===== src/rtl/cnt_share_pkg.sv =====
// rtl/cnt_share_pkg.sv - shared counter controller state encoding and helpers
package cnt_share_pkg;

    typedef enum logic [2:0] {
        INIT     = 3'd0,
        SETTLE   = 3'd1,
        ARB      = 3'd2,
        SAMPLE   = 3'd3,
        OVF_WAIT = 3'd4,
        LOCK     = 3'd5
    } state_t;

    function automatic logic [31:0] onehot32(input int unsigned idx);
        onehot32 = 32'd1 << idx;
    endfunction

endpackage


===== src/rtl/cnt_share_ctrl_rr_arbiter.sv =====
// rtl/cnt_share_ctrl_rr_arbiter.sv - combinational round-robin pick starting at ptr
module rr_arbiter #(
    parameter int N = 4,
    localparam int PW = (N > 1) ? $clog2(N) : 1
) (
    input  logic [N-1:0]  req,
    input  logic [PW-1:0] ptr,
    output logic [N-1:0]  gnt,
    output logic [PW-1:0] winner,
    output logic          any
);

    // Scan ptr, ptr+1, ... wrapping at N; the first set bit wins.
    always_comb begin
        gnt    = '0;
        winner = '0;
        any    = 1'b0;
        for (int i = 0; i < N; i++) begin
            if (!any && req[(int'(ptr) + i) % N]) begin
                any    = 1'b1;
                winner = PW'((int'(ptr) + i) % N);
            end
        end
        if (any) gnt[winner] = 1'b1;
    end

endmodule


===== src/rtl/cnt_share_ctrl.sv =====
// rtl/cnt_share_ctrl.sv - shares one overflow event counter between NREQ requesters
module cnt_share_ctrl
    import cnt_share_pkg::*;
#(
    parameter int NREQ  = 4,
    parameter int WIDTH = 8
) (
    input  logic             clk,
    input  logic             reset,
    input  logic [NREQ-1:0]  req,
    output logic [NREQ-1:0]  ack,
    output logic [NREQ-1:0]  ovf_flag,
    input  logic [NREQ-1:0]  ovf_ack,
    input  logic             restart,
    output logic             cnt_ena,
    output logic             cnt_reinit,
    output logic             cnt_clr_ovf,
    input  logic [WIDTH-1:0] cnt_value,
    input  logic             cnt_overflow,
    input  logic             cnt_ovf_err,
    output logic [WIDTH-1:0] snap_value,
    output logic             busy,
    output logic             locked
);

    localparam int PW = (NREQ > 1) ? $clog2(NREQ) : 1;

    state_t          state, state_nx;
    logic [PW-1:0]   ptr, owner, winner;
    logic [NREQ-1:0] gnt;
    logic            any;
    logic            grant;
    logic [31:0]     owner_oh;

    rr_arbiter #(.N(NREQ)) u_arb (
        .req    (req),
        .ptr    (ptr),
        .gnt    (gnt),
        .winner (winner),
        .any    (any)
    );

    assign owner_oh = onehot32(32'(owner));

    always_comb begin
        state_nx    = state;
        grant       = 1'b0;
        cnt_reinit  = 1'b0;
        cnt_clr_ovf = 1'b0;
        case (state)
            INIT: begin
                cnt_reinit = 1'b1;
                state_nx   = SETTLE;
            end
            SETTLE: state_nx = ARB;
            ARB: begin
                if (cnt_ovf_err)       state_nx = LOCK;
                else if (cnt_overflow) state_nx = OVF_WAIT;
                else if (any) begin
                    grant    = 1'b1;
                    state_nx = SAMPLE;
                end
            end
            SAMPLE: begin
                if (cnt_ovf_err)       state_nx = LOCK;
                else if (cnt_overflow) state_nx = OVF_WAIT;
                else                   state_nx = ARB;
            end
            OVF_WAIT: begin
                if (ovf_ack[owner]) begin
                    cnt_clr_ovf = 1'b1;
                    state_nx    = ARB;
                end
            end
            LOCK:    state_nx = LOCK;
            default: state_nx = INIT;
        endcase
        // restart beats any grant or overflow clear issued in the same cycle
        if (restart) begin
            state_nx    = INIT;
            grant       = 1'b0;
            cnt_clr_ovf = 1'b0;
        end
        if (reset) begin
            grant       = 1'b0;
            cnt_reinit  = 1'b0;
            cnt_clr_ovf = 1'b0;
        end
    end

    assign cnt_ena = grant;
    assign ack     = grant ? gnt : '0;

    always_ff @(posedge clk) begin
        if (reset) begin
            state      <= INIT;
            ptr        <= '0;
            owner      <= '0;
            ovf_flag   <= '0;
            snap_value <= '0;
            busy       <= 1'b1;
            locked     <= 1'b0;
        end else begin
            state  <= state_nx;
            busy   <= (state_nx != ARB);
            locked <= (state_nx == LOCK);
            if (restart) begin
                ovf_flag <= '0;
                ptr      <= '0;
            end else begin
                if (grant) begin
                    owner <= winner;
                    ptr   <= (winner == PW'(NREQ - 1)) ? '0 : winner + PW'(1);
                end
                if (state == SAMPLE) begin
                    snap_value <= cnt_value;
                    if (!cnt_ovf_err && cnt_overflow) ovf_flag <= owner_oh[NREQ-1:0];
                end
                if (cnt_clr_ovf) ovf_flag <= '0;
            end
        end
    end

endmodule

===== config.mk =====
export PLATFORM = sky130hd
export DESIGN_NAME = cnt_share_ctrl
export DESIGN_NICKNAME = d
export VERILOG_FILES = /design/src/rtl/cnt_share_pkg.sv /design/src/rtl/cnt_share_ctrl_rr_arbiter.sv /design/src/rtl/cnt_share_ctrl.sv
export SDC_FILE = /design/constraint.sdc
export NUM_CORES = 1
export LEC_CHECK = 0
export CORE_ASPECT_RATIO = 0.7
export CORE_UTILIZATION = 46
export DETAILED_ROUTE_END_ITERATION = 6
export GPL_ROUTABILITY_DRIVEN = 0
export GPL_TIMING_DRIVEN = 0
export PLACE_DENSITY = 0.81
export RECOVER_POWER = 25
export SLEW_MARGIN = 20
export SYNTH_ARGS = -nofsm -noshare
export SYNTH_HDL_FRONTEND = slang
export SYNTH_SLANG_ARGS = --single-unit

===== constraint.sdc =====
create_clock -name clk -period 6.34 [get_ports clk]
set_input_delay 1.268 -clock clk [delete_from_list [all_inputs] [get_ports clk]]
set_output_delay 1.268 -clock clk [all_outputs]
set_load 0.03 [all_outputs]

Yosys cells after proc, flatten, opt, wreduce, memory -nomap -nowiden
Index checks and enable logic that the tools add are counted.
{"block": "word_totals", "register_bits": 21}
{"block": "classes", "addsub": 4, "magnitude_cmp": 7, "n_eq_ne": 8, "shifts": 1, "n_mux": 46, "n_bitwise": 4, "reduce_logical": 18}
{"cell": "$mux W1", "n": 25}
{"cell": "$mux W3", "n": 7}
{"cell": "$pmux W3 S6", "n": 1}
{"cell": "$lt A3 B4 Y1 const B", "n": 3}
{"cell": "$bmux W1 S2", "n": 5}
{"cell": "$mux W2", "n": 5}
{"cell": "$eq A3 B3 Y1 const B", "n": 3}
{"cell": "$lt A2 B3 Y1 const B", "n": 3}
{"cell": "$mux W4", "n": 2}
{"cell": "$reduce_or A2 Y1", "n": 4}
{"cell": "$eq A3 B2 Y1 const B", "n": 2}
{"cell": "$reduce_and A2 Y1", "n": 3}
{"cell": "$logic_and A1 B1 Y1", "n": 5}
{"cell": "$add A2 B1 Y2 const B", "n": 2}
{"cell": "$add A2 B2 Y2 const B", "n": 2}
{"cell": "$logic_not A1 Y1", "n": 4}
{"cell": "$shl A1 B2 Y4 const A", "n": 1}
{"cell": "$and A1 B1 Y1 const A", "n": 3}
{"cell": "$eq A3 B1 Y1 const B", "n": 1}
{"cell": "$logic_not A3 Y1", "n": 1}
{"cell": "$ne A3 B2 Y1 const B", "n": 1}
{"cell": "$reduce_or A3 Y1", "n": 1}
{"cell": "$demux W1 S2", "n": 1}
{"cell": "$eq A2 B2 Y1 const B", "n": 1}
{"cell": "2 further kinds", "n": 2}

Longest topological paths before layout
Gate-level depths: netlist (run 1).
{"block": "depth", "word_depth": 21, "ltp_mapped": 8, "mapped_depth_nobuf": 7}

Hierarchy
From an unflattened synthesis (run 1), not the netlist that was laid out.
{"block": "unflattened", "cells_unflattened": 133, "hier_area_um2": 1139.8}
{"module": "cnt_share_ctrl", "instances": 1, "cells_each": 101, "area_each_um2": 957.2, "seq_area_each_um2": 420.4}
{"module": "rr_arbiter", "instances": 1, "cells_each": 32, "area_each_um2": 182.7, "seq_area_each_um2": 0.0}

Worst setup path before layout (run 1)
OpenSTA, ideal clock, no wires.
{"block": "synth_timing", "path_type": "in2out", "start": "in restart", "end": "out ack[0]", "arrival_ns": 2.797, "required_time_ns": 5.072, "slack_ns": 2.275, "cell_stages": 5, "path_buffers": 1, "cell_sequence": "or4b_4 or4_1 buf_6 clkinv_8 and2_1"}
{"block": "synth_between", "elab_chain_cells": 3}
{"item": "from (decl)", "line_no": "cnt_share_ctrl.sv:14", "rtl": "input logic restart,"}
{"item": "$mux W1", "line_no": "cnt_share_ctrl.sv:79", "rtl": "if (restart) begin"}
{"item": "$mux W1", "line_no": "cnt_share_ctrl.sv:84", "rtl": "if (reset) begin"}
{"item": "via cnt_ena", "line_no": "cnt_share_ctrl.sv:15", "rtl": "output logic cnt_ena,"}
{"item": "$mux W4", "line_no": "cnt_share_ctrl.sv:92", "rtl": "assign ack = grant ? gnt : '0;"}
{"item": "to (decl)", "line_no": "cnt_share_ctrl.sv:11", "rtl": "output logic [NREQ-1:0] ack,"}
The timed path passes the listed nets, and every way through them passes these cells.

Worst setup path after layout (run 1)
{"block": "layout_timing", "start": "in reset", "end": "out ack[0]"}
{"block": "layout_between", "elab_chain_cells": 2}
{"item": "from (decl)", "line_no": "cnt_share_ctrl.sv:9", "rtl": "input logic reset,"}
{"item": "$mux W1", "line_no": "cnt_share_ctrl.sv:84"}
{"item": "$mux W4", "line_no": "cnt_share_ctrl.sv:92"}
No other way between the ends.

==> results of run 1 <==
==> where the power goes <==
group	leakage, nW	total, mW	switching [mW]	internal [mW]
Clock	0.0177	0.0653	0.0417	0.0236
Combinational	0.372	0.0329	0.0150	0.0179
Sequential	0.169	0.134	0.00112	0.133
Total	0.559	0.232	0.0578	0.174
==> critical path, stage by stage <==
cell	delay [ns]
dlygate4sd3_1	0.64
or4b_1	0.54
or4_1	0.53
buf_6	0.17
clkinv_8	0.05
and2_1	0.11
clkdlybuf4s50_1	0.67
==> registers in the layout, summed over array words and instances, names as in the netlist <==
name and cells:
busy 1, locked 1, ovf_flag 4, owner 2, ptr 2, snap_value 8, state 3
==> cell type report <==
cell class              count  share of cell area (%)
plain buffers               6                   2.608
clock inverters             1                  0.3260
inverters                   5                   2.037
clock buffers               3                   1.467
flip-flops and latches     21                   27.38
well taps                  32                   2.608
multi-input cells          82                   36.84
repair buffers             41                   26.73
==> per-layer routing <==
metal | GRT usage [%] | up-vias | part of all wire [%]
li1 | - | 499 | -
met1 | 32.30 | 453 | 48
met2 | 33.26 | 33 | 44
met3 | 7.716 | 7 | 6.5
met4 | 10.00 | 0 | 1.4
met5 | 0 | - | 0
==> through the flow <==
stage,utilization (%),hold slack [ns],power [mW],instances
3_3_place_gp,70.15,0.4594,0.1692,187
2_1_floorplan,-,0.4868,0.1505,114
5_1_grt,71.25,0.5018,0.2416,191
4_1_cts,71.43,0.4877,0.2347,191
3_5_place_dp,70.15,0.4682,0.1702,187
6_report,71.25,0.4768,0.2323,191
==> worst max-delay path by stage <==
stage                     startpoint      to  slack [ns]  depth (start not counted)
final                          reset  ack[0]        1.09                          7
after global placement       restart  ack[1]        1.23                          7
after detailed placement     restart  ack[0]        1.21                          7
after CTS                    restart  ack[0]        1.20                          7
after floorplan              restart  ack[0]        2.27                          5
after global routing           reset  ack[1]        1.02                          7
==> logic make-up after synthesis <==
group / share of synthesized area, %
adder cells (fa/ha/maj): 4.717
multiplexers: 11.56
XOR/XNOR: 0.8256
buffers and inverters: 6.721
AO/OA/AOI/OAI: 12.62
AND/OR/NAND/NOR: 23.94
flip-flops: 39.62
==> cells in the final DEF (no fill, tap or decap), types with 2 or more instances in the layout <==
master	Yosys	routed
ha_1	4	4
nor4_1	2	2
clkdlybuf4s50_1	0	35
and2_1	4	4
dlygate4sd3_1	0	6
or4_1	2	2
nor2b_1	2	2
buf_6	2	2
buf_2	2	2
o22ai_1	2	2
inv_1	4	4
nand3b_1	4	4
a21oi_1	6	6
mux2i_1	10	10
nand2b_1	5	5
nand3_1	2	2
o221ai_1	2	2
nand2_1	6	6
nor2_1	15	15
clkbuf_4	0	3
dfxtp_1	21	21
==> impl_metrics.json, run 1 <==
{
  "power-per-cell-area_nw_per_um2": 151.3,
  "crit_type": "input port to output port",
  "regArea_um2": 420.4,
  "r2r_start": "state[1]",
  "tightestPinTransition_ns": 0.7680,
  "wl_per_cell_um": 13.51,
  "synth_ff_type": "dfxtp_1",
  "endpoint_kind": "output port",
  "dpl-instance-area_um2": 1511,
  "whs_path_depth": 2,
  "path_max_fanout": 8,
  "hold_viol": 0,
  "layout_min_cycle_time_ns": 5.246,
  "stdcell_area_um2": 1535,
  "synth_top_cell_by_area": "dfxtp_1",
  "hpwlAfterDp_mm": 2.044,
  "synth_warnings": 0,
  "cp.arrival_ns": 3.98,
  "r2r.worst_path.cells": 7,
  "reg2reg_slack_ns": 4.11,
  "start_kind": "input port",
  "diodes": 0,
  "p_leak_nw": 0.5591,
  "syn_nets": 139,
  "synth_most_common_cell": "dfxtp_1",
  "fp-row-count": 14,
  "fin_setup_tns_ns": 0,
  "synthCells": 114,
  "ys_seq_area_share_pct": 39.62,
  "ctsResizeCount": 0,
  "area_growth_pct": 44.69,
  "clkTransAtPathRegs_ns": 0.11,
  "htree_levels": 1,
  "ant_nets": 0,
  "antenna_found_initial": 0,
  "drt_wl_total_mm": 2.581,
  "ys_ff_latch": 21,
  "grt_max_degree": 13,
  "first_global_vias": 954,
  "drtPass1Iterations": 4,
  "synth_area_leaders": "dfxtp_1 40%, mux2i_1 9.4%, nor2_1 5.3%, ha_1 4.7%, nand2b_1 2.9%",
  "skew_ns": 0.007970,
  "vdd.ir_drop.worst_mv": 0.1309,
  "dr_total_vias": 992,
  "multi_input_area_um2": 565.5,
  "synth_cell_type_count": 37,
  "rsz0062_at_grt": "no",
  "grt_pass1_wl_mm": 4.312,
  "post-place-ws_ns": 1.210,
  "fillerInstances": 185,
  "die_h_um": 42.18,
  "hold_path_end": "ovf_flag[3]",
  "hold_path_class": "flip-flop to flip-flop",
  "syn-cell-area_um2": 1061,
  "setup_slack_ns": 1.094,
  "yosys-top-cells-count": "21 x dfxtp_1, 15 x nor2_1, 10 x mux2i_1, 6 x a21oi_1, 6 x nand2_1",
  "min_period_over_period_pct": 82.75,
  "cts_tree": "built",
  "slew_headroom_pct": 48.41,
  "clockBufferDepth": 2,
  "cts_hold_buf": 0,
  "die_x_um": 59.40,
  "synth_area_per_cell_um2": 9.307,
  "finalSetupViolCount": 0,
  "drt-initial-drc-count": 24,
  "drive_above_1_share_pct": 6.918,
  "hold_start": "ovf_flag[3]",
  "post_cts_buffers": 0,
  "crit-reg2reg-capture": "ptr[1]",
  "synth-edff-count": 0,
  "maxCapViolCount": 0,
  "synth_top_area_share_pct": 39.62,
  "synthArstFlopShare_pct": 0,
  "crit_required_ns": 5.07,
  "core_area_um2": 2155,
  "drv_slew": 0,
  "drcViolationCount": 0,
  "grt_remaining_overflow": 0,
  "status": "completed",
  "nets": 185,
  "via_per_inst": 5.194,
  "cts_sinks": 21,
  "initial_utilization_pct": 49.25,
  "root_buffer": "clkbuf_4",
  "fmax_mhz": 190.6,
  "insertion_delay_ns": 0.31,
  "grt_usage_pct": 23.45,
  "numPortBuffers": 41,
  "numCtsBuffers": 3,
  "io_pins": 42,
  "die_area_um2": 2505
}
(Power assumes the default switching activity.)
==> inputs of run 2 (changes only) <==
--- a/config.mk
+++ b/config.mk
@@ -6,11 +6,11 @@
 export NUM_CORES = 1
 export LEC_CHECK = 0
 export CORE_ASPECT_RATIO = 0.7
-export CORE_UTILIZATION = 46
+export CORE_UTILIZATION = 42
 export DETAILED_ROUTE_END_ITERATION = 6
 export GPL_ROUTABILITY_DRIVEN = 0
 export GPL_TIMING_DRIVEN = 0
-export PLACE_DENSITY = 0.81
+export PLACE_DENSITY = 0.75
 export RECOVER_POWER = 25
 export SLEW_MARGIN = 20
 export SYNTH_ARGS = -nofsm -noshare
==> constraint.sdc (replaced) <==
create_clock -name clk -period 5.17 [get_ports clk]
set_input_delay 1.034 -clock clk [delete_from_list [all_inputs] [get_ports clk]]
set_output_delay 1.034 -clock clk [all_outputs]
set_load 0.03 [all_outputs]
==> run 2 against run 1 <==
Net effect: routed wire length down 2.8%; sequential cell count unchanged; final cell count unchanged; non-clock buffer count unchanged; die area up 9.1%; clock skew up 0.0018 ns; setup slack worse by 0.73 ns; utilization down 3.3 points; critical path depth unchanged; global-route usage down 3.9 points; highest routed layer is now met3.
==> impl_metrics.json, run 2 (synthesis gave the netlist of run 1 again) <==
{
  "root_buffer": "clkbuf_4",
  "rsz0062_at_grt": "no",
  "largest_reg_flops": 8,
  "drive_above_1_share_pct": 6.918,
  "hpwlAfterDp_mm": 1.958,
  "status": "completed",
  "die_area_um2": 2734,
  "numPortBuffers": 41,
  "skew_ns": 0.009805,
  "wl_per_cell_um": 13.13,
  "post_cts_buffers": 0,
  "drt_wl_total_mm": 2.508,
  "grt_pass1_wl_mm": 3.933,
  "fmax_mhz": 208.2,
  "swShare_pct": 25.09,
  "first_global_vias": 881,
  "die_x_um": 62.08,
  "die_h_um": 44.05,
  "grt_remaining_overflow": 0,
  "fp-row-count": 14,
  "ctsResizeCount": 0,
  "area_growth_pct": 44.69,
  "slew_headroom_pct": 53.57,
  "ant_nets": 0,
  "r2r.worst_path.cells": 7,
  "numCtsBuffers": 3,
  "maxCapViolCount": 0,
  "crit-reg2reg-capture": "ptr[1]",
  "seq_power_share_pct": 57.6,
  "initial_utilization_pct": 46.95,
  "min_period_over_period_pct": 92.92,
  "final_common_cell": "clkdlybuf4s50_1",
  "crit_type": "input port to output port",
  "drt-initial-drc-count": 45,
  "setup.worst_path.start": "restart",
  "reg2reg_slack_ns": 2.98,
  "clkTransAtPathRegs_ns": 0.13,
  "clockBufferDepth": 2,
  "cts_sinks": 21,
  "p_clk_share_pct": 28.3,
  "netSwitchingPower_uw": 71.69,
  "tightestPinTransition_ns": 0.6911,
  "grt_max_degree": 13,
  "nets": 185,
  "antenna_found_initial": 0,
  "postLayoutCoreUtil_pct": 67.94,
  "io_pins": 42,
  "reg_top3": "snap_value (8), ovf_flag (4), state (3)",
  "hold_path_class": "flip-flop to flip-flop",
  "largest-register": "snap_value",
  "path_max_fanout": 8,
  "drcViolationCount": 0,
  "cts_tree": "built",
  "drv_slew": 0,
  "core_area_um2": 2260,
  "diodes": 0,
  "final_cell_mix": "36 x clkdlybuf4s50_1, 21 x dfxtp_1, 15 x nor2_1",
  "vdd.ir_drop.worst_mv": 0.1659,
  "finalSetupViolCount": 0,
  "p_int_uw": 214.1,
  "combPwrFrac_pct": 14.2,
  "fin_setup_tns_ns": 0,
  "start_kind": "input port",
  "insertion_delay_ns": 0.31,
  "p_leak_nw": 0.5555,
  "crit_required_ns": 4.14,
  "dr_total_vias": 957,
  "grt_usage_pct": 19.55,
  "via_per_inst": 5.010,
  "power-per-cell-area_nw_per_um2": 186.1,
  "hold_viol": 0,
  "endpoint_kind": "output port",
  "cp.arrival_ns": 3.77,
  "drtPass1Iterations": 4,
  "endpoint": "ack[2]",
  "layout_min_cycle_time_ns": 4.804,
  "cts_hold_buf": 0,
  "r2r_start": "state[1]",
  "htree_levels": 1
}
==> run 2: cell count changes in the layout (fill, tap and decap cells not counted) <==
cell	change
clkdlybuf4s50_1	+1
dlygate4sd3_1	-1
==> run 2: power groups by stage <==
stage | Sequential, mW | Clock, mW | Combinational, mW
floorplan | 0.169 | 0 | 0.0160
global placement | 0.168 | 0 | 0.0401
detailed placement | 0.168 | 0 | 0.0409
CTS | 0.164 | 0.0827 | 0.0411
global route | 0.165 | 0.0877 | 0.0439
finish | 0.164 | 0.0808 | 0.0404
==> run 2: worst min path at each step <==
stage / from / end / slack (ns) / cells after the start
final: ovf_flag[2] / ovf_flag[2] / 0.49 / 2
after detailed placement: ovf_flag[1] / ovf_flag[1] / 0.46 / 2
after global routing: ovf_flag[3] / ovf_flag[3] / 0.52 / 2
after global placement: ovf_flag[3] / ovf_flag[3] / 0.46 / 2
after CTS: ovf_flag[3] / ovf_flag[3] / 0.49 / 2
after floorplan: owner[1] / owner[1] / 0.49 / 2
==> run 2: critical path: stages <==
cell	delay [ns]
dlygate4sd3_1	0.63
or4b_1	0.60
or4_1	0.51
buf_6	0.16
clkinv_8	0.05
and2_1	0.11
clkdlybuf4s50_1	0.68
==> run 2: final cells by class <==
type                       instances  area [um2]
buffer                             6       40.04
inverter                           5       31.28
tap                               32       40.04
clock buffer                       3       22.52
sequential                        21       420.4
timing repair buffer              41       410.4
multi-input combinational         82       565.5
clock inverter                     1       5.005
fill                             190       724.4
==> run 2: metal layers <==
metal  track usage [%]  routed length, um  part of all wire, %
met5                 0                  0                    0
met4             1.333                  0                    0
met3             5.848                125                  5.0
met2             26.38               1005                   40
met1             31.50               1378                   55
==> run 2: metrics by stage <==
step / hold slack, ns / total power, mW / instance area, um2 / std cells / setup slack, ns
after detailed placement: 0.4638 / 0.2089 / 1511 / 187 / 0.5162
after global placement: 0.4624 / 0.2081 / 1511 / 187 / 0.5173
after CTS: 0.4919 / 0.2883 / 1539 / 191 / 0.5048
final: 0.4912 / 0.2858 / 1535 / 191 / 0.3662
after floorplan: 0.4868 / 0.1846 / 1061 / 114 / 1.573
after global routing: 0.5193 / 0.2963 / 1535 / 191 / 0.3029
